==> src/rtl/mem_access_ctrl_if.sv <==
// Bus between the datapath control FSM, the memory access controller and the SRAM.
// slave is the controller's view; master is the control FSM plus SRAM side.
interface mem_access_ctrl_if;
  logic        req_rd;
  logic        req_wr;
  logic [15:0] MAR;
  logic [15:0] MDR_wdata;
  logic [15:0] MDR_In;
  logic        R;
  logic        busy;
  logic [15:0] mem_addr;
  logic [15:0] mem_wdata;
  logic [15:0] mem_rdata;
  logic        mem_ce_n;
  logic        mem_oe_n;
  logic        mem_we_n;

  modport slave (
    input  req_rd, req_wr, MAR, MDR_wdata, mem_rdata,
    output MDR_In, R, busy, mem_addr, mem_wdata, mem_ce_n, mem_oe_n, mem_we_n
  );

  modport master (
    output req_rd, req_wr, MAR, MDR_wdata, mem_rdata,
    input  MDR_In, R, busy, mem_addr, mem_wdata, mem_ce_n, mem_oe_n, mem_we_n
  );
endinterface

==> src/rtl/mem_access_ctrl.sv <==
// Memory access controller: sequences fixed-wait SRAM reads/writes and a single
// memory-mapped I/O port (switches in, hex display out) for the datapath MDR/MAR.
module mem_access_ctrl #(
  parameter int          WAIT_CYCLES = 2,
  parameter logic [15:0] IO_ADDR     = 16'hFFFF
) (
  input  logic                 Clk,
  input  logic                 Reset_al,
  mem_access_ctrl_if.slave     bus,
  input  logic [15:0]          sw,
  output logic [15:0]          hex_out
);

  typedef enum logic [1:0] {IDLE, RD_WAIT, WR_WAIT, DONE} state_t;

  localparam logic [3:0] CNT_INIT = 4'(WAIT_CYCLES - 1);

  state_t      state_q;
  logic [3:0]  cnt_q;
  logic [15:0] addr_q;
  logic [15:0] wdata_q;
  logic [15:0] mdr_q;
  logic [15:0] hex_q;
  logic [15:0] sw_s1_q;
  logic [15:0] sw_s2_q;
  logic        r_q;
  logic        busy_q;
  logic        ce_n_q;
  logic        oe_n_q;
  logic        we_n_q;

  // All outputs, strobes included, come straight from flops so the SRAM sees no glitches.
  always_ff @(posedge Clk or negedge Reset_al) begin
    if (!Reset_al) begin
      state_q <= IDLE;
      cnt_q   <= '0;
      addr_q  <= '0;
      wdata_q <= '0;
      mdr_q   <= '0;
      hex_q   <= '0;
      sw_s1_q <= '0;
      sw_s2_q <= '0;
      r_q     <= 1'b0;
      busy_q  <= 1'b0;
      ce_n_q  <= 1'b1;
      oe_n_q  <= 1'b1;
      we_n_q  <= 1'b1;
    end else begin
      sw_s1_q <= sw;
      sw_s2_q <= sw_s1_q;
      r_q     <= 1'b0;
      case (state_q)
        IDLE: begin
          if (bus.req_rd || bus.req_wr) begin
            addr_q  <= bus.MAR;
            wdata_q <= bus.MDR_wdata;
            busy_q  <= 1'b1;
            if (bus.MAR == IO_ADDR) begin
              state_q <= DONE;
              r_q     <= 1'b1;
              if (bus.req_rd) mdr_q <= sw_s2_q;
              else            hex_q <= bus.MDR_wdata;
            end else begin
              cnt_q  <= CNT_INIT;
              ce_n_q <= 1'b0;
              // Read wins when both requests are high; the write is dropped.
              if (bus.req_rd) begin
                state_q <= RD_WAIT;
                oe_n_q  <= 1'b0;
              end else begin
                state_q <= WR_WAIT;
                we_n_q  <= 1'b0;
              end
            end
          end
        end
        RD_WAIT: begin
          if (cnt_q == 4'd0) begin
            mdr_q   <= bus.mem_rdata;
            state_q <= DONE;
            r_q     <= 1'b1;
            ce_n_q  <= 1'b1;
            oe_n_q  <= 1'b1;
          end else begin
            cnt_q <= cnt_q - 4'd1;
          end
        end
        WR_WAIT: begin
          if (cnt_q == 4'd0) begin
            state_q <= DONE;
            r_q     <= 1'b1;
            ce_n_q  <= 1'b1;
            we_n_q  <= 1'b1;
          end else begin
            cnt_q <= cnt_q - 4'd1;
          end
        end
        DONE: begin
          state_q <= IDLE;
          busy_q  <= 1'b0;
        end
        default: begin
          state_q <= IDLE;
          busy_q  <= 1'b0;
          ce_n_q  <= 1'b1;
          oe_n_q  <= 1'b1;
          we_n_q  <= 1'b1;
        end
      endcase
    end
  end

  assign bus.MDR_In    = mdr_q;
  assign bus.R         = r_q;
  assign bus.busy      = busy_q;
  assign bus.mem_addr  = addr_q;
  assign bus.mem_wdata = wdata_q;
  assign bus.mem_ce_n  = ce_n_q;
  assign bus.mem_oe_n  = oe_n_q;
  assign bus.mem_we_n  = we_n_q;
  assign hex_out       = hex_q;

endmodule
==> src/flat_wrapper.sv <==
// flat-port wrapper written by rule: the top's interface ports become plain ports
module mem_access_ctrl_flat 
#(
  parameter int          WAIT_CYCLES = 2,
  parameter logic [15:0] IO_ADDR     = 16'hFFFF
)
  (Clk, Reset_al, sw, hex_out, bus_req_rd, bus_req_wr, bus_MAR, bus_MDR_wdata, bus_mem_rdata, bus_MDR_In, bus_R, bus_busy, bus_mem_addr, bus_mem_wdata, bus_mem_ce_n, bus_mem_oe_n, bus_mem_we_n);
  mem_access_ctrl_if bus_i ();
  input  logic Clk;
  input  logic Reset_al;
  input  logic [15:0] sw;
  output logic [15:0] hex_out;
  input wire logic [$bits(bus_i.req_rd)-1:0] bus_req_rd;
  input wire logic [$bits(bus_i.req_wr)-1:0] bus_req_wr;
  input wire logic [$bits(bus_i.MAR)-1:0] bus_MAR;
  input wire logic [$bits(bus_i.MDR_wdata)-1:0] bus_MDR_wdata;
  input wire logic [$bits(bus_i.mem_rdata)-1:0] bus_mem_rdata;
  output wire logic [$bits(bus_i.MDR_In)-1:0] bus_MDR_In;
  output wire logic [$bits(bus_i.R)-1:0] bus_R;
  output wire logic [$bits(bus_i.busy)-1:0] bus_busy;
  output wire logic [$bits(bus_i.mem_addr)-1:0] bus_mem_addr;
  output wire logic [$bits(bus_i.mem_wdata)-1:0] bus_mem_wdata;
  output wire logic [$bits(bus_i.mem_ce_n)-1:0] bus_mem_ce_n;
  output wire logic [$bits(bus_i.mem_oe_n)-1:0] bus_mem_oe_n;
  output wire logic [$bits(bus_i.mem_we_n)-1:0] bus_mem_we_n;
  assign bus_i.req_rd = bus_req_rd;
  assign bus_i.req_wr = bus_req_wr;
  assign bus_i.MAR = bus_MAR;
  assign bus_i.MDR_wdata = bus_MDR_wdata;
  assign bus_i.mem_rdata = bus_mem_rdata;
  assign bus_MDR_In = bus_i.MDR_In;
  assign bus_R = bus_i.R;
  assign bus_busy = bus_i.busy;
  assign bus_mem_addr = bus_i.mem_addr;
  assign bus_mem_wdata = bus_i.mem_wdata;
  assign bus_mem_ce_n = bus_i.mem_ce_n;
  assign bus_mem_oe_n = bus_i.mem_oe_n;
  assign bus_mem_we_n = bus_i.mem_we_n;
  mem_access_ctrl #(.WAIT_CYCLES(WAIT_CYCLES), .IO_ADDR(IO_ADDR)) u_core (.Clk(Clk), .Reset_al(Reset_al), .bus(bus_i), .sw(sw), .hex_out(hex_out));
endmodule
==> config.mk <==
export PLATFORM = sky130hd
export DESIGN_NAME = mem_access_ctrl_flat
export DESIGN_NICKNAME = d
export VERILOG_FILES = /design/src/rtl/mem_access_ctrl_if.sv /design/src/rtl/mem_access_ctrl.sv /design/src/flat_wrapper.sv
export SDC_FILE = /design/constraint.sdc
export NUM_CORES = 1
export LEC_CHECK = 0
export CAP_MARGIN = 25
export CELL_PAD_IN_SITES_DETAIL_PLACEMENT = 0
export CELL_PAD_IN_SITES_GLOBAL_PLACEMENT = 1
export CORE_MARGIN = 4
export CORE_UTILIZATION = 40
export CTS_CLUSTER_DIAMETER = 60
export CTS_CLUSTER_SIZE = 28
export DETAILED_ROUTE_END_ITERATION = 16
export GPL_ROUTABILITY_DRIVEN = 0
export GPL_TIMING_DRIVEN = 0
export PLACE_DENSITY_LB_ADDON = 0.12
export RECOVER_POWER = 25
export SYNTH_ARGS = -nofsm -noshare
export SYNTH_HDL_FRONTEND = slang
export SYNTH_SLANG_ARGS = --single-unit
==> constraint.sdc <==
create_clock -name Clk -period 5.5 [get_ports Clk]
set_input_delay 1.1 -clock Clk [delete_from_list [all_inputs] [get_ports Clk]]
set_output_delay 1.1 -clock Clk [all_outputs]
set_load 0.005 [all_outputs]
After elaboration in Yosys (flattened, before gate mapping)
Cells that the tools add are included.
Operators by class
  reductions and logical operators: 17
  muxes and demuxes: 32
  equal/unequal tests: 13
  $add $sub $neg: 1
  bitwise operators: 1
Operators by type and width (number)
  two-way mux 16 bit: 4
  one-hot mux 16 bit (2 select lines): 1
  == test 16 bit, second input constant: 1
  AND reduction 5 bit: 3
  two-way mux 1 bit: 13
  two-way mux 4 bit: 3
  AND reduction 4 bit: 3
  != test 2 x 1 -> 1 bit, second input constant: 5
  one-hot mux 1 bit (2 select lines): 5
  two-way mux 2 bit: 4
  != test 2 bit, second input constant: 4
  one-hot mux 4 bit (2 select lines): 1
  nonzero test 2 bit: 4
  one-hot mux 2 bit (3 select lines): 1
  AND reduction 2 bit: 3
  == test 2 bit, second input constant: 2
  logical NOT 4 bit: 1
  subtractor 4 x 1 -> 4 bit, second input constant: 1
  == test 2 x 1 -> 1 bit, second input constant: 1
  logical NOT 2 bit: 1
  OR reduction 2 bit: 1
  logical OR 1 bit: 1
  NOT 1 bit: 1
Word-level totals
  word-level logic and storage cells: 77
  register bits after elaboration: 107
  input port bits: 68
  output and inout bits: 69

Logic depth before layout (Yosys ltp)
  depth after elaboration: 4
  depth in mapped cells: 9
  gate-level depth less buffers: 6

Worst setup path before layout
OpenSTA, ideal clock, no wires.
  path type: input -> register
  start point: input port bus_MAR[7]
  end point: register u_core.hex_q[10] (netlist: u_core.hex_out[10])
  setup time: 125 ps
  stages on the path: 6
  data required time: 5375 ps
  data arrival time: 2640 ps
  path buffers: 2
  slack: 2736 ps
  cell sequence: nand4_1 or4_1 buf_2 nor3_4 buf_4 mux2_2
Between the ends
  cells in the longest elaborated chain, start to end: 2
RTL lines
  from (decl): RTL line flat_wrapper.sv:15  | input wire logic [$bits(bus_i.MAR)-1:0] bus_MAR;
  == test 16 bit: RTL line mem_access_ctrl.sv:58  | if (bus.MAR == IO_ADDR) begin
  AND reduction 4 bit (no line)
  to (signal assigned): RTL line mem_access_ctrl.sv:62  | else hex_q <= bus.MDR_wdata;
  to (decl): RTL line mem_access_ctrl.sv:23  | logic [15:0] hex_q;
No other way between the ends.
A chain may end at the register's enable or synchronous reset.

Final worst setup path
  start point: input port bus_MAR[4]
  end point: register u_core.hex_q[8] (netlist: u_core.hex_out[8])
The elaborated chain is that of the path after synthesis.

==> impl_metrics.yaml <==
sta:
  fin_worst_skew_ns: 0.0116
  maxSlewHeadroom: -0.748
  worst_pin_slew_ns: 2.62
  min_period_ns: 3.13
  drv_slew: 47
  hold_violations: 0
  holdWs_ns: 0.354
  setup_violations: 0
  setup_tns_ns: 0
  fmaxAchievable_mhz: 319
  rsz0062_at_grt: "false"
  period_share: 0.569
grt:
  grt.overflow.total: 0
  grt_pass1_wl_mm: 14.9
  antenna_found_initial: 0
  grt_pass1_vias: 2949
  grt_max_degree: 62
  grt.total_usage: 0.161
pwr:
  powerDensity_nw_per_um2: 494
  p_int_uw: 2050
  pwr-share-seq: 0.392
  p_clk_frac: 0.153
  power_frac_comb: 0.455
  leakagePower_uw: 0.00257
  switching_share: 0.300
  vdd_drop_max_mv: 0.200
  finalPower_uw: 2930
  switchingPower_uw: 879
critical_path:
  start_kind: "input port"
  required_ns: 5.75
  critical-path-slowest-cell: "or4_1"
  reg2reg_slack_ns: 3.08
  slowest_delay_ns: 0.54
  crit_chain: "clkdlybuf4s50_1 > nand4_1 > or4_1 > buf_2 > nor3_4 > buf_4 > mux2_2"
  r2r-start: "u_core.state_q[1]"
  worstSetupEndpointType: "flop"
  worstSetupPathType: "in -> reg"
  critPathLaunch: "bus_MAR[4]"
  arrival_ns: 3.38
  cp_max_fo: 10
yosys:
  yosys-top-cells-area: "dfrtp_1 (62%), mux2_2 (19%), mux2_4 (3.6%)"
  syn_nets: 342
  synth_top_area_share: 0.622
  ys_seq_elements: 107
  async_flop_share: 1.00
  synth_ff_type: "dfrtp_1"
  ys_warn_count: 0
  syn_avg_cell_area_um2: 15.6
  netlist_instances: 268
  synth.distinct_cells: 45
  syn-cell-area_um2: 4180
  synth_area_leader_cell: "dfrtp_1"
  yosysSeqAreaShare: 0.641
  synth-edff-count: 0
cells_and_area:
  fin_area_um2: 5920
  nNetsFinal: 490
  synthToLayoutAreaGrowth_pct: 41.6
  multiInputGateArea_um2: 1400
  final_layout_size_suffix_gt1_frac: 0.264
  regArea_um2: 2680
  antenna_cells: 0
  n_fill_cell: 881
floorplanning:
  core-area_um2: 10300
  initial_core_util: 0.407
  io_pins: 137
  rows: 37
  die_area_um2: 12200
  die_y_um: 110
  die_w_um: 110
hold_path:
  min_from: "u_core.sw_s1_q[4]"
  hold_path_class: "reg -> reg"
clock_network:
  tritoncts: "built"
  cts_buffers: 9
  clkTransAtPathRegs_ns: 0.10
  hold_buffers: 0
  htreeDepth: 3
  post_cts_resized: 0
  post-cts-setup-buffers: 0
  root_buffer: "clkbuf_8"
  clock_sinks: 107
  cts_buffer_depth: 2
  clk_latency_ns: 0.36
detailed_routing:
  drt_pre_antenna_iters: 4
  via_count: 2685
  drt_wl_total_mm: 9.23
  drc: 0
  vias_per_cell: 4.82
  dr.first_iter.drc_count: 70
  antenna_violating_nets_post_route: 0
  wl_per_cell_um: 16.6
run:
  max-cap-violations: 1
placed_design:
  numPortBuffers: 135
  place_hpwl_mm: 6.85
  place_area_um2: 5740
outcome:
  failed_checks: "capacitance limit, slew limit"
  outcome: "finished with violations"
==> power by group through the flow <==
stage | Combinational, µW | Clock, µW | Sequential, µW
6_report | 1330 | 449 | 1150
5_1_grt | 1450 | 503 | 1180
4_1_cts | 1360 | 470 | 1150
3_5_place_dp | 1350 | 0 | 1160
3_3_place_gp | 1330 | 0 | 1150
2_1_floorplan | 710 | 0 | 1170
==> flip-flops by register name (all words and copies together), names as in the netlist <==
signal                flops
u_core.bus.MDR_In        16
u_core.bus.mem_addr      16
u_core.bus.mem_wdata     16
u_core.hex_out           16
u_core.sw_s1_q           16
u_core.sw_s2_q           16
u_core.cnt_q              4
u_core.state_q            2
u_core.bus.R              1
u_core.bus.busy           1
u_core.bus.mem_ce_n       1
u_core.bus.mem_oe_n       1
u_core.bus.mem_we_n       1
==> layout make-up <==
| class | count | area share |
|---|---|---|
| Clock inverter | 6 | 0.00824 |
| Tap cell | 136 | 0.0287 |
| Inverter | 5 | 0.00317 |
| Multi-Input combinational cell | 142 | 0.237 |
| Clock buffer | 10 | 0.0232 |
| Timing Repair Buffer | 137 | 0.234 |
| Sequential cell | 107 | 0.453 |
| Buffer | 14 | 0.0139 |
==> logic make-up (layout without fill, tap and decap cells) <==
kind of cell               after synthesis  after routing  synth area share
and+or+nand+nor                         31             31            0.0467
AOI/OAI and AO/OA                       24             24            0.0434
DFF                                    107            107             0.641
muxes                                   81             81             0.227
adders and majority gates                6              6            0.0179
buffers and inverters                   19            172            0.0242
==> final timing paths <==
| path | to | depth (start not counted) |
|---|---|---|
| hold / removal | u_core.sw_s2_q[4] | 0 |
| hold reg to reg | u_core.sw_s2_q[4] | 0 |
| setup / recovery | u_core.hex_out[8] | 7 |
| min in group asynchronous | u_core.bus.MDR_In[0] | 1 |
| setup reg to reg | u_core.bus.MDR_In[8] | 6 |
| max in group asynchronous | u_core.bus.mem_addr[13] | 1 |
==> synthesized netlist by cell type (2+ instances only) <==
| master | n |
|---|---|
| clkbuf_1 | 8 |
| a22o_1 | 2 |
| nand2_1 | 5 |
| dfstp_2 | 3 |
| ha_1 | 6 |
| buf_2 | 2 |
| a211oi_1 | 2 |
| nor4_1 | 2 |
| mux2_1 | 2 |
| nand4_1 | 4 |
| nor2_1 | 3 |
| a21oi_1 | 3 |
| dfrtp_1 | 104 |
| mux2_2 | 69 |
| nor3b_1 | 2 |
| nor2b_1 | 2 |
| o21ai_0 | 4 |
| nand3_1 | 2 |
| and3_1 | 2 |
| inv_1 | 5 |
| a221o_1 | 2 |
| a21o_1 | 2 |
| mux2_4 | 10 |
==> routing by layer <==
metal | global-route usage | wire length (µm) | up-vias
li1 | - | - | 1253
met1 | 0.191 | 3650 | 1348
met2 | 0.273 | 4780 | 72
met3 | 0.0518 | 653 | 12
met4 | 0.0580 | 138 | 0
met5 | 0 | 0 | -
==> layout by cell type (no fill, tap or decap), types with 3 or more instances in the layout <==
master,n
clkbuf_1,9
dfstp_2,3
mux2_4,10
clkdlybuf4s50_1,118
clkbuf_8,10
nor2_1,3
clkinv_4,4
a21oi_1,3
o21ai_0,4
dlygate4sd3_1,16
mux2_2,69
dfrtp_1,104
ha_1,6
nand2_1,5
inv_1,5
nand4_1,4
==> worst max-delay path: cells and delay by family <==
| kind | cells | cell delay (ns) |
|---|---|---|
| buffers and inverters | 3 | 0.94 |
| AND/OR/NAND/NOR | 3 | 0.99 |
| multiplexers | 1 | 0.35 |
==> stage by stage <==
| stage | std cells | setup slack, ns | utilization |
|---|---|---|---|
| 2_1_floorplan | 268 | 2.74 | - |
| 3_5_place_dp | 541 | 1.96 | 0.559 |
| 3_3_place_gp | 539 | -0.735 | 0.555 |
| 4_1_cts | 557 | 2.34 | 0.577 |
| 5_1_grt | 557 | 1.94 | 0.576 |
| 6_report | 557 | 2.37 | 0.576 |
No activity file was read; power rests on OpenSTA's default activity.
==> patch 1: new RTL, same settings <==
Re-encode `state_t` (4 states) as Gray code, 2 bits wide.
--- a/src/rtl/mem_access_ctrl.sv
+++ b/src/rtl/mem_access_ctrl.sv
@@ -13,3 +13,3 @@
 
-  typedef enum logic [1:0] {IDLE, RD_WAIT, WR_WAIT, DONE} state_t;
+  typedef enum logic [1:0] {IDLE = 2'b00, RD_WAIT = 2'b01, WR_WAIT = 2'b11, DONE = 2'b10} state_t;
 
Behaviour: no difference found for any inputs over 10 cycles, from zero or initial values and one cycle with Reset_al low; not proved beyond that.
==> patch 1 against the unedited design <==
- the run still ends with max-capacitance violations, max-slew violations left
- worst hold slack worse by 0.00081 ns
- power decreased by 7.9%
- design area decreased by 2.4%
- core utilization up 1.3 points
- count of clock-buffer cells in the layout up 2
- register-to-register slack improved by 0.12 ns
- wire length decreased by 8.2%
- synthesized area down 3.6%
- sequential cell count did not move
- non-clock buffer count decreased by 5
- setup slack improved by 0.14 ns
- largest cell class unchanged
==> patch 1: results (changes against the unedited design) <==
Drt:
- The wire length on met2 is 3950 um (-17%).
- The routed length on met3 is 844 um (+29%).
- The DRC marker count from the first detailed-route iteration is 90 (+29%).
- The wire length reported by the detailed router is 8470 um (-8.2%).
- The via count normalized by instance count is 4.74 (-1.6%).
- The length of routed wiring on met1 is 3560 um (-2.5%).
- The number of search-and-repair iterations in the first detailed-routing pass is 4 (unchanged).

Synthesis:
- The sequential share of the synthesized area was 66.5% (+2.4 points).
- The fraction of registers with async set/reset is 100% (unchanged).
- The unique cell type count in the Yosys netlist is 34 (-24%).
- In the post-synthesis netlist, the biggest area contributors are sky130_fd_sc_hd__dfrtp_1 65%, sky130_fd_sc_hd__mux2_2 17%, sky130_fd_sc_hd__mux2_4 3.7%.
- The commonest cells after synthesis are 104 x sky130_fd_sc_hd__dfrtp_1, 61 x sky130_fd_sc_hd__mux2_2, 10 x sky130_fd_sc_hd__mux2_1, 10 x sky130_fd_sc_hd__mux2_4, 7 x sky130_fd_sc_hd__nor2_1.
- The net count of the mapped netlist came to 322 (-5.8%).

CTS:
- The number of buffers inserted during clock tree synthesis is 9 (unchanged).

Global route:
- The wire length of the first global-routing pass was 13900 um (-6.3%).
- The number of global-route vias before repair is 2762 (-6.3%).
- The aggregate global-route resource usage is 15.2% (-0.90 points).

Power:
- The net switching component of the power was 0.743 mW (-15%).
- The leakage power figure is 2.50 nW (-2.9%).
- The worst-case vdd ir drop is 0.246 mV (+23%).

STA:
- The final clock skew is 0.0108 ns (-0.000816 ns).
- The number of max-slew violations in the final report is 37 (-21%).
- The slew at the pin closest to its max-slew limit was 2.07 ns (-0.557 ns).

Placed design:
- The HPWL after detailed placement came to 6240 um (-8.9%).
- The count of input and output buffers came to 136 (+0.74%).
- The post-place setup slack is 2.11 ns (+0.151 ns).

Flow run:
- The number of max-cap violations is 1 (unchanged).

Outcome:
- The checks that failed: max-capacitance violations, max-slew violations.
- The run finished, with violations left.

Worst setup path:
- The critical path arrival came to 3.22 ns (-0.16 ns).

Finish:
- The number of filler cells placed in the layout is 835 (-5.2%).
- The share of final-layout standard cells stronger than drive strength 1 is 24.5% (-1.9 points).
[patch 1: worst paths after layout]
kind	start	to	slack, ns	cells after the start
setup / recovery	bus_MAR[8]	u_core.bus.MDR_In[12]$_DFFE_PN0P_	2.51	7
hold / removal	u_core.sw_s1_q[4]$_DFF_PN0_	u_core.sw_s2_q[4]$_DFF_PN0_	0.35	0
setup reg to reg	u_core.state_q[1]$_DFFE_PN0P_	u_core.bus.MDR_In[12]$_DFFE_PN0P_	3.20	5
hold reg to reg	u_core.sw_s1_q[4]$_DFF_PN0_	u_core.sw_s2_q[4]$_DFF_PN0_	0.35	0
max in group asynchronous	Reset_al	u_core.bus.mem_ce_n$_DFFE_PN1P_	2.96	2
min in group asynchronous	Reset_al	u_core.sw_s1_q[13]$_DFF_PN0_	1.34	1
[patch 1: through the flow]
step	TNS, ns	cells	hold WS (ns)	cell area [um2]
2_1_floorplan	0	252	0.331	4030
3_3_place_gp	-82.18	521	0.332	5560
3_5_place_dp	0	522	0.335	5590
4_1_cts	0	537	0.356	5790
5_1_grt	0	537	0.368	5780
6_report	0	537	0.354	5780
[patch 1: power by group through the flow]
stage | sequential (mW) | clock, mW | combinational, mW
final | 1.15 | 0.482 | 1.06
after CTS | 1.15 | 0.505 | 1.09
after floorplan | 1.17 | 0 | 0.485
after global placement | 1.15 | 0 | 1.07
after detailed placement | 1.17 | 0 | 1.09
after global routing | 1.19 | 0.540 | 1.17
[patch 1: cell families (layout without fill, tap and decap cells)]
kind of cell | after synthesis | in the layout | share of synthesized area, %
adders and majority gates | 2 | 2 | 0.620
AOI/OAI and AO/OA | 15 | 15 | 2.48
and+or+nand+nor | 33 | 33 | 5.02
DFF | 107 | 107 | 66.5
buffers and inverters | 14 | 166 | 1.86
muxes | 81 | 81 | 23.5
[patch 1: layout make-up]
cell class / instances / area [um2] / share of cell area, %
Inverter: 5 / 18.8 / 0.324
Buffer: 9 / 56.3 / 0.973
Sequential cell: 107 / 2680 / 46.4
Timing Repair Buffer: 137 / 1380 / 23.9
Clock buffer: 12 / 155 / 2.68
Tap cell: 133 / 166 / 2.88
Clock inverter: 3 / 46.3 / 0.800
Multi-Input combinational cell: 131 / 1280 / 22.1
[patch 1: layer usage]
metal,GRT usage (%),up-vias
met5,0,-
met4,4.87,0
met1,19.8,1264
li1,-,1180
met2,23.1,92
met3,6.15,11
[patch 1: critical path: stages]
cell	delay, ns
sky130_fd_sc_hd__clkdlybuf4s50_1	0.48
sky130_fd_sc_hd__nand4_1	0.16
sky130_fd_sc_hd__nor4_4	0.62
sky130_fd_sc_hd__o21a_1	0.19
sky130_fd_sc_hd__buf_4	0.16
sky130_fd_sc_hd__buf_6	0.17
sky130_fd_sc_hd__mux2_1	0.33
==> patch 2: new RTL, config.mk and constraints unchanged <==
Without the edit above. Make the reset (`Reset_al`) synchronous in one clocked block.
--- a/src/rtl/mem_access_ctrl.sv
+++ b/src/rtl/mem_access_ctrl.sv
@@ -32,3 +32,3 @@
   // All outputs, strobes included, come straight from flops so the SRAM sees no glitches.
-  always_ff @(posedge Clk or negedge Reset_al) begin
+  always_ff @(posedge Clk) begin
     if (!Reset_al) begin
Behaviour: differs if Reset_al is asserted again (counterexample within 4 cycles, from zero or initial values and one cycle with Reset_al low); with Reset_al held inactive, the same outputs for 10 cycles.
==> patch 2 against the unedited design <==
- via count grew 38%
- clock skew shrank 0.0018 ns
- wire length grew 18%
- clock power grew 5.3%
- power shrank 26%
- sequential share of layout area shrank 9.0 points
- design area shrank 0.15%
- synthesized area grew 0.36%
- core utilization shrank 0.085 points
- critical endpoint is now u_core.hex_out[6]$_SDFFE_PN0P_
- sequential power shrank 19%
- sequential cell count is the same
- setup slack is essentially flat
- global-route usage grew 1.8 points
==> patch 2: results (changes against the unedited design) <==
Synthesis:
- The fraction of registers with async set/reset is 0% (-100 points).
- Sorting the synthesized cells by area gives the leading types as sky130_fd_sc_hd__dfxtp_1 51%, sky130_fd_sc_hd__nand2_1 9.1%, sky130_fd_sc_hd__a21oi_1 6.4%.
- The share of cell area taken by muxes after synthesis was 9.09% (-14 points).
- The fraction of the mapped netlist area in compound gates is 12.8% (+8.5 points).
- The sequential share of the synthesized area is 51.0% (-13 points).
- The unique cell type count in the Yosys netlist is 42 (-6.7%).
- The arithmetic-cell share of the synthesized area counting full adders, half adders and majority gates is 1.79% (-0.0064 points).
- For this run, the leading register cell type out of synthesis is sky130_fd_sc_hd__dfxtp_1.

Power:
- The worst-case vdd ir drop is 0.164 mV (-18%).

Outcome:
- The flow ran to the end, and the final reports show no timing, DRC or antenna violations.

Worst setup path:
- The kind of cell with the highest combined delay on the critical path is buffers and inverters.
- The delay of the slowest critical-path stage is 0.49 ns (-0.05 ns).
- The critical path arrival is 3.41 ns (+0.03 ns).

Finish:
- The number of filler cells placed in the layout is 960 (+9.0%).
- The share of final-layout standard cells stronger than drive strength 1 is 6.59% (-20 points).
- The layout net count was 691 (+41%).

Drt:
- The wire length reported by the detailed router is 10900 um (+18%).
- The DRC marker count from the first detailed-route iteration is 154 (+120%).
- The via count normalized by instance count is 4.89 (+1.5%).
- The number of search-and-repair iterations in the first detailed-routing pass is 5 (+1).

Global route:
- The maximum number of pins on one net before global-route repair is 17 (-73%).
- The number of global-route vias before repair is 3736 (+27%).
- The wire length of the first global-routing pass came to 18200 um (+22%).
- The aggregate global-route resource usage is 17.9% (+1.8 points).

Placed design:
- The HPWL after detailed placement came to 8240 um (+20%).

STA:
- The worst relative slew slack is 40.3% (+120 points).
- The final clock skew is 0.00976 ns (-0.00185 ns).
==> patch 2: cell count changes in the layout (fill, tap and decap cells not counted), sizes merged, moves of 6 or more <==
cell	delta
dfxtp	+107
dfrtp	-104
nand2	+97
mux2	-64
a21oi	+51
and2	+32
clkbuf	+21
mux2i	+19
o21ai	+19
nand3	+16
clkdlybuf4s50	+6
==> patch 2: worst paths after layout <==
check	start	end	slack, ns	cells after the start
max reg2reg	u_core.state_q[0]$_SDFFE_PN0P_	u_core.hex_out[6]$_SDFFE_PN0P_	3.02	8
min reg2reg	u_core.sw_s1_q[8]$_SDFF_PN0_	u_core.sw_s2_q[8]$_SDFF_PN0_	0.43	1
min	u_core.sw_s1_q[8]$_SDFF_PN0_	u_core.sw_s2_q[8]$_SDFF_PN0_	0.43	1
max	bus_req_rd	u_core.hex_out[6]$_SDFFE_PN0P_	2.37	7
==> patch 2: through the flow <==
stage	hold slack, ns	instances	setup slack, ns	area (um2)	utilization [%]
finish	0.434	758	2.37	5920	57.6
global route	0.453	758	2.14	5920	57.6
CTS	0.442	758	2.50	5920	57.6
detailed placement	0.417	742	2.13	5720	55.7
global placement	0.410	742	2.19	5720	55.7
floorplan	0.406	471	3.05	4200	-
==> patch 2: cell type report <==
type | instances | share of cell area (%)
Sequential cell | 107 | 36.2
Multi-Input combinational cell | 321 | 31.8
Timing Repair Buffer | 135 | 22.8
Tap cell | 136 | 2.88
Buffer | 36 | 2.52
Clock buffer | 12 | 2.45
Clock inverter | 4 | 0.846
Inverter | 7 | 0.444
==> patch 2: per-layer routing <==
metal,share of wire (%),GRT usage (%)
met5,0,0
met4,1.3,4.84
met3,4.4,3.89
met2,49,31.3
met1,45,22.2
==> patch 2: where the power goes <==
group,switching (mW),internal (mW)
Sequential,0.0583,0.875
Clock,0.250,0.223
Combinational,0.384,0.362
